File: src/rtl/cache_miss_ctrl_if.sv
`default_nettype none
// ============================================================================
//  Module      : cache_miss_ctrl_if
//  Description : Cache-bank and memory-bus signal bundle for cache_miss_ctrl.
//  Revision    : 1.0 - initial release
// ============================================================================
interface cache_miss_ctrl_if #(
    parameter int ADDR_WIDTH = 64,
    parameter int DATA_WIDTH = 64,
    parameter int BANK_NUM   = 4
);
    // Cache bank side
    logic                           miss_cache;
    logic [ADDR_WIDTH-1:0]          addr_cache;
    logic                           set_cache;
    logic                           need_wb;
    logic [ADDR_WIDTH-1:0]          addr_wb;
    logic [BANK_NUM*DATA_WIDTH-1:0] data_wb;
    logic                           busy_wb;
    logic                           busy_rd;
    logic [ADDR_WIDTH-1:0]          addr_rd;
    logic [2*DATA_WIDTH-1:0]        data_rd;
    logic                           wen_rd;
    logic                           set_rd;
    logic                           finish_rd;
    // Memory side
    logic                           mem_req_valid;
    logic                           mem_req_ready;
    logic                           mem_req_wen;
    logic [ADDR_WIDTH-1:0]          mem_req_addr;
    logic [2*DATA_WIDTH-1:0]        mem_req_wdata;
    logic                           mem_resp_valid;
    logic [2*DATA_WIDTH-1:0]        mem_resp_data;

    // The miss controller is the master of both the refill port and the memory bus.
    modport master (
        input  miss_cache, addr_cache, set_cache, need_wb, addr_wb, data_wb,
        output busy_wb, busy_rd, addr_rd, data_rd, wen_rd, set_rd, finish_rd,
        output mem_req_valid, mem_req_wen, mem_req_addr, mem_req_wdata,
        input  mem_req_ready, mem_resp_valid, mem_resp_data
    );

    modport slave (
        output miss_cache, addr_cache, set_cache, need_wb, addr_wb, data_wb,
        input  busy_wb, busy_rd, addr_rd, data_rd, wen_rd, set_rd, finish_rd,
        input  mem_req_valid, mem_req_wen, mem_req_addr, mem_req_wdata,
        output mem_req_ready, mem_resp_valid, mem_resp_data
    );
endinterface
`default_nettype wire

File: src/rtl/cache_miss_ctrl.sv
`default_nettype none
// ============================================================================
//  Module      : cache_miss_ctrl
//  Description : Cache miss handler: optional dirty-line write-back, then a
//                line read whose beats are streamed back into the cache bank.
//  Revision    : 1.0 - initial release
// ============================================================================
module cache_miss_ctrl #(
    parameter int ADDR_WIDTH = 64,
    parameter int DATA_WIDTH = 64,
    parameter int BANK_NUM   = 4
) (
    input  wire logic          clk,
    input  wire logic          rst,
    cache_miss_ctrl_if.master  bus
);
    localparam int BEATS      = BANK_NUM / 2;
    localparam int BEAT_W     = 2 * DATA_WIDTH;
    localparam int BEAT_BYTES = BEAT_W / 8;
    localparam int CNT_W      = (BEATS > 1) ? $clog2(BEATS) : 1;

    localparam logic [CNT_W-1:0]      LAST_BEAT   = CNT_W'(BEATS - 1);
    localparam logic [ADDR_WIDTH-1:0] BEAT_STRIDE = ADDR_WIDTH'(BEAT_BYTES);

    typedef enum logic [2:0] {
        S_IDLE    = 3'd0,
        S_WB      = 3'd1,
        S_RD_REQ  = 3'd2,
        S_RD_DATA = 3'd3,
        S_FINISH  = 3'd4
    } state_t;

    state_t                         state_q,   state_d;
    logic [CNT_W-1:0]               beat_q,    beat_d;
    logic [ADDR_WIDTH-1:0]          rd_base_q, rd_base_d;
    logic [ADDR_WIDTH-1:0]          wb_base_q, wb_base_d;
    logic                           way_q,     way_d;
    logic [BEATS-1:0][BEAT_W-1:0]   wb_line_q, wb_line_d;
    logic                           wen_rd_q,  wen_rd_d;
    logic [ADDR_WIDTH-1:0]          addr_rd_q, addr_rd_d;
    logic [BEAT_W-1:0]              data_rd_q, data_rd_d;
    logic                           set_rd_q,  set_rd_d;

    logic                           w_req_valid;
    logic                           w_req_wen;
    logic [ADDR_WIDTH-1:0]          w_req_addr;
    logic [BEAT_W-1:0]              w_req_wdata;
    logic [ADDR_WIDTH-1:0]          w_beat_offset;

    assign w_beat_offset = ADDR_WIDTH'(beat_q) * BEAT_STRIDE;

    always_ff @(posedge clk) begin
        if (rst) begin
            state_q   <= S_IDLE;
            beat_q    <= '0;
            rd_base_q <= '0;
            wb_base_q <= '0;
            way_q     <= 1'b0;
            wb_line_q <= '0;
            wen_rd_q  <= 1'b0;
            addr_rd_q <= '0;
            data_rd_q <= '0;
            set_rd_q  <= 1'b0;
        end else begin
            state_q   <= state_d;
            beat_q    <= beat_d;
            rd_base_q <= rd_base_d;
            wb_base_q <= wb_base_d;
            way_q     <= way_d;
            wb_line_q <= wb_line_d;
            wen_rd_q  <= wen_rd_d;
            addr_rd_q <= addr_rd_d;
            data_rd_q <= data_rd_d;
            set_rd_q  <= set_rd_d;
        end
    end

    always_comb begin
        state_d     = state_q;
        beat_d      = beat_q;
        rd_base_d   = rd_base_q;
        wb_base_d   = wb_base_q;
        way_d       = way_q;
        wb_line_d   = wb_line_q;
        wen_rd_d    = 1'b0;
        addr_rd_d   = addr_rd_q;
        data_rd_d   = data_rd_q;
        set_rd_d    = set_rd_q;
        w_req_valid = 1'b0;
        w_req_wen   = 1'b0;
        w_req_addr  = '0;
        w_req_wdata = '0;

        unique case (state_q)
            S_IDLE: begin
                // The bank invalidates the victim on this edge, so the whole line is snapshotted now.
                if (bus.miss_cache) begin
                    rd_base_d = bus.addr_cache;
                    way_d     = bus.set_cache;
                    beat_d    = '0;
                    if (bus.need_wb) begin
                        wb_base_d = bus.addr_wb;
                        wb_line_d = bus.data_wb;
                        state_d   = S_WB;
                    end else begin
                        state_d   = S_RD_REQ;
                    end
                end
            end
            S_WB: begin
                w_req_valid = 1'b1;
                w_req_wen   = 1'b1;
                w_req_addr  = wb_base_q + w_beat_offset;
                w_req_wdata = wb_line_q[beat_q];
                if (bus.mem_req_ready) begin
                    if (beat_q == LAST_BEAT) begin
                        beat_d  = '0;
                        state_d = S_RD_REQ;
                    end else begin
                        beat_d  = beat_q + CNT_W'(1);
                    end
                end
            end
            S_RD_REQ: begin
                w_req_valid = 1'b1;
                w_req_addr  = rd_base_q;
                if (bus.mem_req_ready) begin
                    beat_d  = '0;
                    state_d = S_RD_DATA;
                end
            end
            S_RD_DATA: begin
                if (bus.mem_resp_valid) begin
                    wen_rd_d  = 1'b1;
                    addr_rd_d = rd_base_q + w_beat_offset;
                    data_rd_d = bus.mem_resp_data;
                    set_rd_d  = way_q;
                    if (beat_q == LAST_BEAT) begin
                        state_d = S_FINISH;
                    end else begin
                        beat_d  = beat_q + CNT_W'(1);
                    end
                end
            end
            S_FINISH: begin
                state_d = S_IDLE;
            end
            default: begin
                state_d = S_IDLE;
            end
        endcase
    end

    // Outputs are forced low while reset is asserted, not only after the edge.
    assign bus.busy_wb       = !rst && (state_q == S_WB);
    assign bus.busy_rd       = !rst && ((state_q == S_RD_REQ) || (state_q == S_RD_DATA) ||
                                        (state_q == S_FINISH));
    assign bus.finish_rd     = !rst && (state_q == S_FINISH);
    assign bus.wen_rd        = !rst && wen_rd_q;
    assign bus.addr_rd       = rst ? '0 : addr_rd_q;
    assign bus.data_rd       = rst ? '0 : data_rd_q;
    assign bus.set_rd        = !rst && set_rd_q;
    assign bus.mem_req_valid = !rst && w_req_valid;
    assign bus.mem_req_wen   = !rst && w_req_wen;
    assign bus.mem_req_addr  = rst ? '0 : w_req_addr;
    assign bus.mem_req_wdata = rst ? '0 : w_req_wdata;

endmodule
`default_nettype wire

File: src/flat_wrapper.sv
// flat-port wrapper written by rule: the top's interface ports become plain ports
module cache_miss_ctrl_flat 
#(
    parameter int ADDR_WIDTH = 64,
    parameter int DATA_WIDTH = 64,
    parameter int BANK_NUM   = 4
)
  (clk, rst, bus_miss_cache, bus_addr_cache, bus_set_cache, bus_need_wb, bus_addr_wb, bus_data_wb, bus_busy_wb, bus_busy_rd, bus_addr_rd, bus_data_rd, bus_wen_rd, bus_set_rd, bus_finish_rd, bus_mem_req_valid, bus_mem_req_wen, bus_mem_req_addr, bus_mem_req_wdata, bus_mem_req_ready, bus_mem_resp_valid, bus_mem_resp_data);
  cache_miss_ctrl_if #(.ADDR_WIDTH(ADDR_WIDTH), .DATA_WIDTH(DATA_WIDTH), .BANK_NUM(BANK_NUM)) bus_i ();
  input  wire logic clk;
  input  wire logic rst;
  input wire logic [$bits(bus_i.miss_cache)-1:0] bus_miss_cache;
  input wire logic [$bits(bus_i.addr_cache)-1:0] bus_addr_cache;
  input wire logic [$bits(bus_i.set_cache)-1:0] bus_set_cache;
  input wire logic [$bits(bus_i.need_wb)-1:0] bus_need_wb;
  input wire logic [$bits(bus_i.addr_wb)-1:0] bus_addr_wb;
  input wire logic [$bits(bus_i.data_wb)-1:0] bus_data_wb;
  output wire logic [$bits(bus_i.busy_wb)-1:0] bus_busy_wb;
  output wire logic [$bits(bus_i.busy_rd)-1:0] bus_busy_rd;
  output wire logic [$bits(bus_i.addr_rd)-1:0] bus_addr_rd;
  output wire logic [$bits(bus_i.data_rd)-1:0] bus_data_rd;
  output wire logic [$bits(bus_i.wen_rd)-1:0] bus_wen_rd;
  output wire logic [$bits(bus_i.set_rd)-1:0] bus_set_rd;
  output wire logic [$bits(bus_i.finish_rd)-1:0] bus_finish_rd;
  output wire logic [$bits(bus_i.mem_req_valid)-1:0] bus_mem_req_valid;
  output wire logic [$bits(bus_i.mem_req_wen)-1:0] bus_mem_req_wen;
  output wire logic [$bits(bus_i.mem_req_addr)-1:0] bus_mem_req_addr;
  output wire logic [$bits(bus_i.mem_req_wdata)-1:0] bus_mem_req_wdata;
  input wire logic [$bits(bus_i.mem_req_ready)-1:0] bus_mem_req_ready;
  input wire logic [$bits(bus_i.mem_resp_valid)-1:0] bus_mem_resp_valid;
  input wire logic [$bits(bus_i.mem_resp_data)-1:0] bus_mem_resp_data;
  assign bus_i.miss_cache = bus_miss_cache;
  assign bus_i.addr_cache = bus_addr_cache;
  assign bus_i.set_cache = bus_set_cache;
  assign bus_i.need_wb = bus_need_wb;
  assign bus_i.addr_wb = bus_addr_wb;
  assign bus_i.data_wb = bus_data_wb;
  assign bus_busy_wb = bus_i.busy_wb;
  assign bus_busy_rd = bus_i.busy_rd;
  assign bus_addr_rd = bus_i.addr_rd;
  assign bus_data_rd = bus_i.data_rd;
  assign bus_wen_rd = bus_i.wen_rd;
  assign bus_set_rd = bus_i.set_rd;
  assign bus_finish_rd = bus_i.finish_rd;
  assign bus_mem_req_valid = bus_i.mem_req_valid;
  assign bus_mem_req_wen = bus_i.mem_req_wen;
  assign bus_mem_req_addr = bus_i.mem_req_addr;
  assign bus_mem_req_wdata = bus_i.mem_req_wdata;
  assign bus_i.mem_req_ready = bus_mem_req_ready;
  assign bus_i.mem_resp_valid = bus_mem_resp_valid;
  assign bus_i.mem_resp_data = bus_mem_resp_data;
  cache_miss_ctrl #(.ADDR_WIDTH(ADDR_WIDTH), .DATA_WIDTH(DATA_WIDTH), .BANK_NUM(BANK_NUM)) u_core (.clk(clk), .rst(rst), .bus(bus_i));
endmodule
File: config.mk
export PLATFORM = sky130hd
export DESIGN_NAME = cache_miss_ctrl_flat
export DESIGN_NICKNAME = d
export VERILOG_FILES = /design/src/rtl/cache_miss_ctrl_if.sv /design/src/rtl/cache_miss_ctrl.sv /design/src/flat_wrapper.sv
export SDC_FILE = /design/constraint.sdc
export NUM_CORES = 1
export LEC_CHECK = 0
export ABC_AREA = 1
export CAP_MARGIN = 10
export CORE_AREA = 2 2 359 361
export DETAILED_ROUTE_END_ITERATION = 8
export DIE_AREA = 0 0 361 363
export GPL_TIMING_DRIVEN = 1
export HOLD_SLACK_MARGIN = 0.08
export MAX_ROUTING_LAYER = met4
export PLACE_DENSITY_LB_ADDON = 0.1
export SLEW_MARGIN = 15
export SYNTH_ARGS = -nofsm -noshare
export SYNTH_HDL_FRONTEND = slang
export SYNTH_SLANG_ARGS = --single-unit
File: constraint.sdc
create_clock -name clk -period 2.7 [get_ports clk]
set_clock_uncertainty 0.2 [all_clocks]
set_input_delay 0.405 -clock clk [delete_from_list [all_inputs] [get_ports clk]]
set_output_delay 0.405 -clock clk [all_outputs]
set_load 0.05 [all_outputs]
## After elaboration in Yosys (flattened, before gate mapping)

Cells that the tools add are included.

- $mul: 0
- Reductions and logical operators: 19
- Bitwise gates (word level): 1
- $add $sub $neg: 3
- Divide/modulo/power cells: 0
- Equal/unequal tests: 10
- Multiplexer cells: 26
- Shift operators: 0
- Magnitude comparators: 1

Operators by type and width:

| kind | count |
|---|---|
| 128-bit two-way mux | 5 |
| 64-bit by 5-bit adder with 64-bit output | 2 |
| 64-bit two-way mux | 2 |
| 64-bit case mux with 2 select lines | 1 |
| 3-bit two-way mux | 6 |
| 3-bit case mux with 4 select lines | 1 |
| 1-bit two-way mux | 9 |
| 2-bit inequality test, second input constant | 4 |
| 1-bit logical AND | 7 |
| 3-bit by 2-bit equality test with 1-bit output, second input constant | 2 |
| 6-bit AND reduction | 1 |
| 5-bit AND reduction | 1 |
| 2-bit by 1-bit inequality test with 1-bit output, second input constant | 2 |
| 1-bit case mux with 4 select lines | 1 |
| 2-bit AND reduction | 2 |
| 4-bit nonzero test | 1 |
| 2-bit OR reduction | 2 |
| 3-bit by 1-bit equality test with 1-bit output, second input constant | 1 |
| 3-bit equality test, second input constant | 1 |
| 3-bit zero test | 1 |
| 3-bit AND reduction | 1 |
| 1-bit logical OR | 2 |
| 1-bit by 2-bit less-than comparator with 1-bit output, second input constant | 1 |
| 2-bit two-way mux | 1 |
| other kinds (3) | 3 |

- Latch bits: 0
- Bits in read-only memories: 0
- Register bits after elaboration: 583
- Memory bits (writable): 0
- Word-level logic and storage cells: 71
- Output and inout bits: 391
- Input bits: 519
- Memories kept: 0

## Depth between registers and ports, before layout

- Depth after elaboration: 4
- Mapped depth: 13
- Depth with buffers taken out: 13

## Worst setup path after synthesis

No wires, ideal clock.

- Kind: reg2out
- Start: reg u_core.state_q[0]
- End: out bus_mem_req_wdata[100]
- Data required time: 2.095 ns
- Buffers on the path: 2
- Arrival time: 2.637 ns
- Cell stages (with the launch flop): 9
- Path slack: -0.542 ns
- Path through: dfxtp_1 inv_2 nor2_1 nand2_1 nor2_1 inv_2 clkbuf_1 clkbuf_1 nor2_1

- Cells in the longest elaborated chain, start to end: 3

Ends and longest elaborated chain:

| what | line | text |
|---|---|---|
| start: declaration | cache_miss_ctrl.sv:33 | `state_t state_q, state_d;` |
| start signal: assignment | cache_miss_ctrl.sv:65 | `state_q <= state_d;` |
| 3-bit by 1-bit equality test with 1-bit output | cache_miss_ctrl.sv:94 | `unique case (state_q)` |
| 128-bit two-way mux | cache_miss_ctrl.sv:94 |  |
| 128-bit two-way mux | cache_miss_ctrl.sv:166 | `assign bus.mem_req_wdata = rst ? '0 : w_req_wdata;` |
| end: declaration | flat_wrapper.sv:28 | `output wire logic [$bits(bus_i.mem_req_wdata)-1:0] bus_mem_req_wdata;` |

Every way passes these cells.

## Final worst setup path

- Start: reg u_core.beat_q
- End: out bus_mem_req_addr[34]

- Cells in the longest elaborated chain, start to end: 3

Ends and longest elaborated chain:

| what | line | text |
|---|---|---|
| start: declaration | cache_miss_ctrl.sv:34 | `logic [CNT_W-1:0] beat_q, beat_d;` |
| start signal: assignment | cache_miss_ctrl.sv:66 | `beat_q <= beat_d;` |
| 64-bit by 5-bit adder with 64-bit output | cache_miss_ctrl.sv:113 | `w_req_addr = wb_base_q + w_beat_offset;` |
| 64-bit case mux with 2 select lines | cache_miss_ctrl.sv:94 |  |
| 64-bit two-way mux | cache_miss_ctrl.sv:165 | `assign bus.mem_req_addr = rst ? '0 : w_req_addr;` |
| end: declaration | flat_wrapper.sv:27 | `output wire logic [$bits(bus_i.mem_req_addr)-1:0] bus_mem_req_addr;` |

Every way passes these cells.

==> metrics.yaml <==
yosys:
  avgSynthCellArea_sq_um: 6.78
  netlist.area_leader.share_pct: 41.6
  ys_types: 33
  synthTopCellsByArea: "dfxtp_1 (42%), nor2_1 (12%), nand2_1 (8.0%)"
  synthFlopType: "dfxtp_1"
  ys_ff_latch: 583
  async_flop_share_pct: 0
  yosysSeqAreaShare_pct: 41.6
  syn-num-nets: 4657
  synth_cells: 4134
  yosys.area.top_type: "dfxtp_1"
  synth-warning-count: 0
  netlist_area_sq_mm: 0.0280
  synth-edff-count: 0
sta:
  whs_ns: 0.125
  setup_viol: 194
  hold_violations: 0
  worstMarginPinSlew_ns: 0.808
  drv_slew: 0
  tns_ns: -46.87
  min_period_over_period_pct: 116
  finalCriticalPeriod_ns: 3.13
  fmax_ghz: 0.319
  max_slew_margin_pct: 46.1
  rsz0062_at_grt: "yes"
  fin_ws_ns: -0.434
final_layout:
  regArea_sq_mm: 0.0118
  nets: 5780
  multi_input_area_sq_mm: 0.0170
  fillCellCount: 13002
  final_core_util_pct: 40.5
  area_growth_pct: 83.5
  drive_gt1_share_pct: 30.4
clock_network:
  clk_latency_ns: 0.67
  ctsLongestPathBuffers: 3
  cts-root-buf: "clkbuf_16"
  h-tree-depth: 3
  numCtsBuffers: 78
  tritoncts: "done"
  clock_sinks: 583
  path_clk_slew_ns: 0.06
pwr:
  pwr_density_cell_mw_per_mm2: 735
  p_leak_uw: 0.0195
  vdd_drop_max_mv: 0.481
placed_design:
  hpwl_mm: 120
  io_buffers: 909
  routabilityCongestion: 0.965
die:
  ioPinCount: 910
  start_util_pct: 22.1
  die_h_microns: 363
  core-area_sq_mm: 0.127
  fp.dieArea_sq_mm: 0.131
  dieWidth_microns: 361
  rows: 131
detailed_routing:
  vias_per_cell: 4.58
  vias: 32225
  drc: 0
  totalWireLength_mm: 168
  final_antenna_net_count: 0
  initialDrtViolationCount: 1929
  firstDrtPassIters: 7
  post_drt_wl_per_cell_microns: 23.8
setup_path:
  critPathRequiredTime_ns: 2.10
  r2r_start: "u_core.beat_q"
  critPathMaxFanout: 4
  critPathCaptureType: "output pin"
  worstSetupStartpointType: "flip-flop"
  reg2reg_slack_ns: -0.06
  worstReg2RegEnd: "u_core.addr_rd_q[41]"
  path_class: "reg -> out"
  worst-r2r-cell-count: 16
  arrival_ns: 2.53
grt:
  grt.total_usage_pct: 24.8
  grt_overflow: 0
  grt_max_degree: 148
  first_global_vias: 31706
  grt_antenna_before_repair: 54
  grt_pass1_wl_mm: 232
worst_hold_path:
  hp-start: "bus_data_wb[250]"
  min_path_cells: 3
  min_path_type: "in -> reg"
  holdPathEnd: "u_core.wb_line_q[250]"
outcome:
  violations: "negative setup slack"
  outcome: "complete, but fails checks"
flow_run:
  maxCapViolations: 0
-- state kept, by name (all words and copies together) (netlist names) --
| name | flops |
|---|---|
| u_core.way_q | 1 |
| u_core.addr_rd_q | 64 |
| u_core.set_rd_q | 1 |
| u_core.wb_base_q | 64 |
| u_core.state_q | 3 |
| u_core.wb_line_q | 256 |
| u_core.beat_q | 1 |
| u_core.data_rd_q | 128 |
| u_core.rd_base_q | 64 |
| u_core.wen_rd_q | 1 |
-- worst max path at each step --
stage	from	endpoint	cells after the start
2_1_floorplan	rst	bus_mem_req_addr[1]	4
3_3_place_gp	u_core.beat_q	bus_mem_req_addr[19]	9
3_5_place_dp	u_core.beat_q	bus_mem_req_addr[19]	9
4_1_cts	u_core.beat_q	bus_mem_req_addr[49]	12
5_1_grt	u_core.wb_base_q[4]	bus_mem_req_addr[34]	11
6_report	u_core.beat_q	bus_mem_req_addr[34]	12
-- where the power goes --
group          switching (uW)  total (uW)  internal [uW]
sequential                896       10900           9990
combinational            9190       15600           6410
clock                    4500       11300           6830
-- kinds of logic after synthesis --
family	after synthesis	share of synthesized area [%]
simple gates	1864	26.9
xor+xnor	28	0.875
fa+ha+maj	4	0.178
compound gates	824	18.7
flops	583	41.6
buf+inv	831	11.7
-- metrics by stage --
step	cell area (sq um)	worst slack [ns]	std cells	total power, uW
final	51500	-0.434	7034	37800
after global routing	51500	-0.530	7032	39500
after CTS	48500	-0.495	6936	36400
after detailed placement	42000	-0.274	6674	21700
after global placement	42000	-0.232	6674	21800
after floorplan	28300	-0.0831	4134	16700
-- per-layer routing --
metal	wire [microns]	share of wire [%]	GRT usage [%]	vias up
met5	0	0	-	-
met4	4060	2.4	5.64	0
met3	13000	7.8	7.26	195
met2	80100	48	40.8	938
met1	70400	42	29.8	15319
li1	-	-	-	15773
-- cell usage after synthesis, drive strengths merged, types with 2 or more instances --
cell type	n
and2	4
xnor2	2
o32ai	5
nor3	26
nand3	279
o22ai	23
dfxtp	583
inv	560
nand4	26
ha	4
nor2	922
o22a	130
xor2	26
a211oi	233
nand3b	2
a21oi	379
clkbuf	152
buf	119
nand2	604
o21ai	51
-- layout by cell type, fill, tap and decap left out, types with 51 or more instances in the layout --
cell type | synthesis | layout
buf_4 | 20 | 395
nand2_2 | 3 | 71
a211oi_1 | 233 | 233
a21oi_4 | 0 | 52
dfxtp_1 | 583 | 531
buf_6 | 0 | 61
diode_2 | 0 | 51
a21oi_2 | 0 | 87
clkbuf_16 | 0 | 92
nor2_4 | 5 | 199
inv_1 | 552 | 543
nand2_1 | 601 | 485
nand3_1 | 279 | 223
clkdlybuf4s50_1 | 0 | 518
nor2_1 | 910 | 610
a21oi_1 | 379 | 240
buf_12 | 0 | 243
nor2_2 | 7 | 113
o22a_1 | 130 | 130
-- worst max-delay path, stage by stage (launching register included) --
cell	delay [ns]
dfxtp_4	0.36
ha_4	0.15
nand2_4	0.08
nor2_4	0.17
nand2_4	0.10
nor2_4	0.19
buf_6	0.14
buf_4	0.11
nand3_1	0.07
nand3_1	0.12
a21oi_2	0.06
buf_4	0.17
buf_12	0.15
-- layout make-up --
type                       instances  share of cell area [%]
antenna                           51                   0.248
clock buffer                     118                    4.48
clock inverter                    26                   0.934
inverter                         560                    4.20
multi-input combinational       2720                    33.0
sequential                       583                    22.9
tap                             1662                    4.04
timing repair buffer            1310                    30.1
timing repair inverter             4                   0.134
-- repair_timing --
item,4_1_cts,5_1_grt
pin swaps,124,242
gates resized for setup,552,621
endpoints found under the setup margin,193,224
hold buffers,35,0
cloned,33,13
buffers inserted,55,52
hold endpoints to repair,38,0
No activity file was read; power rests on OpenSTA's default activity.
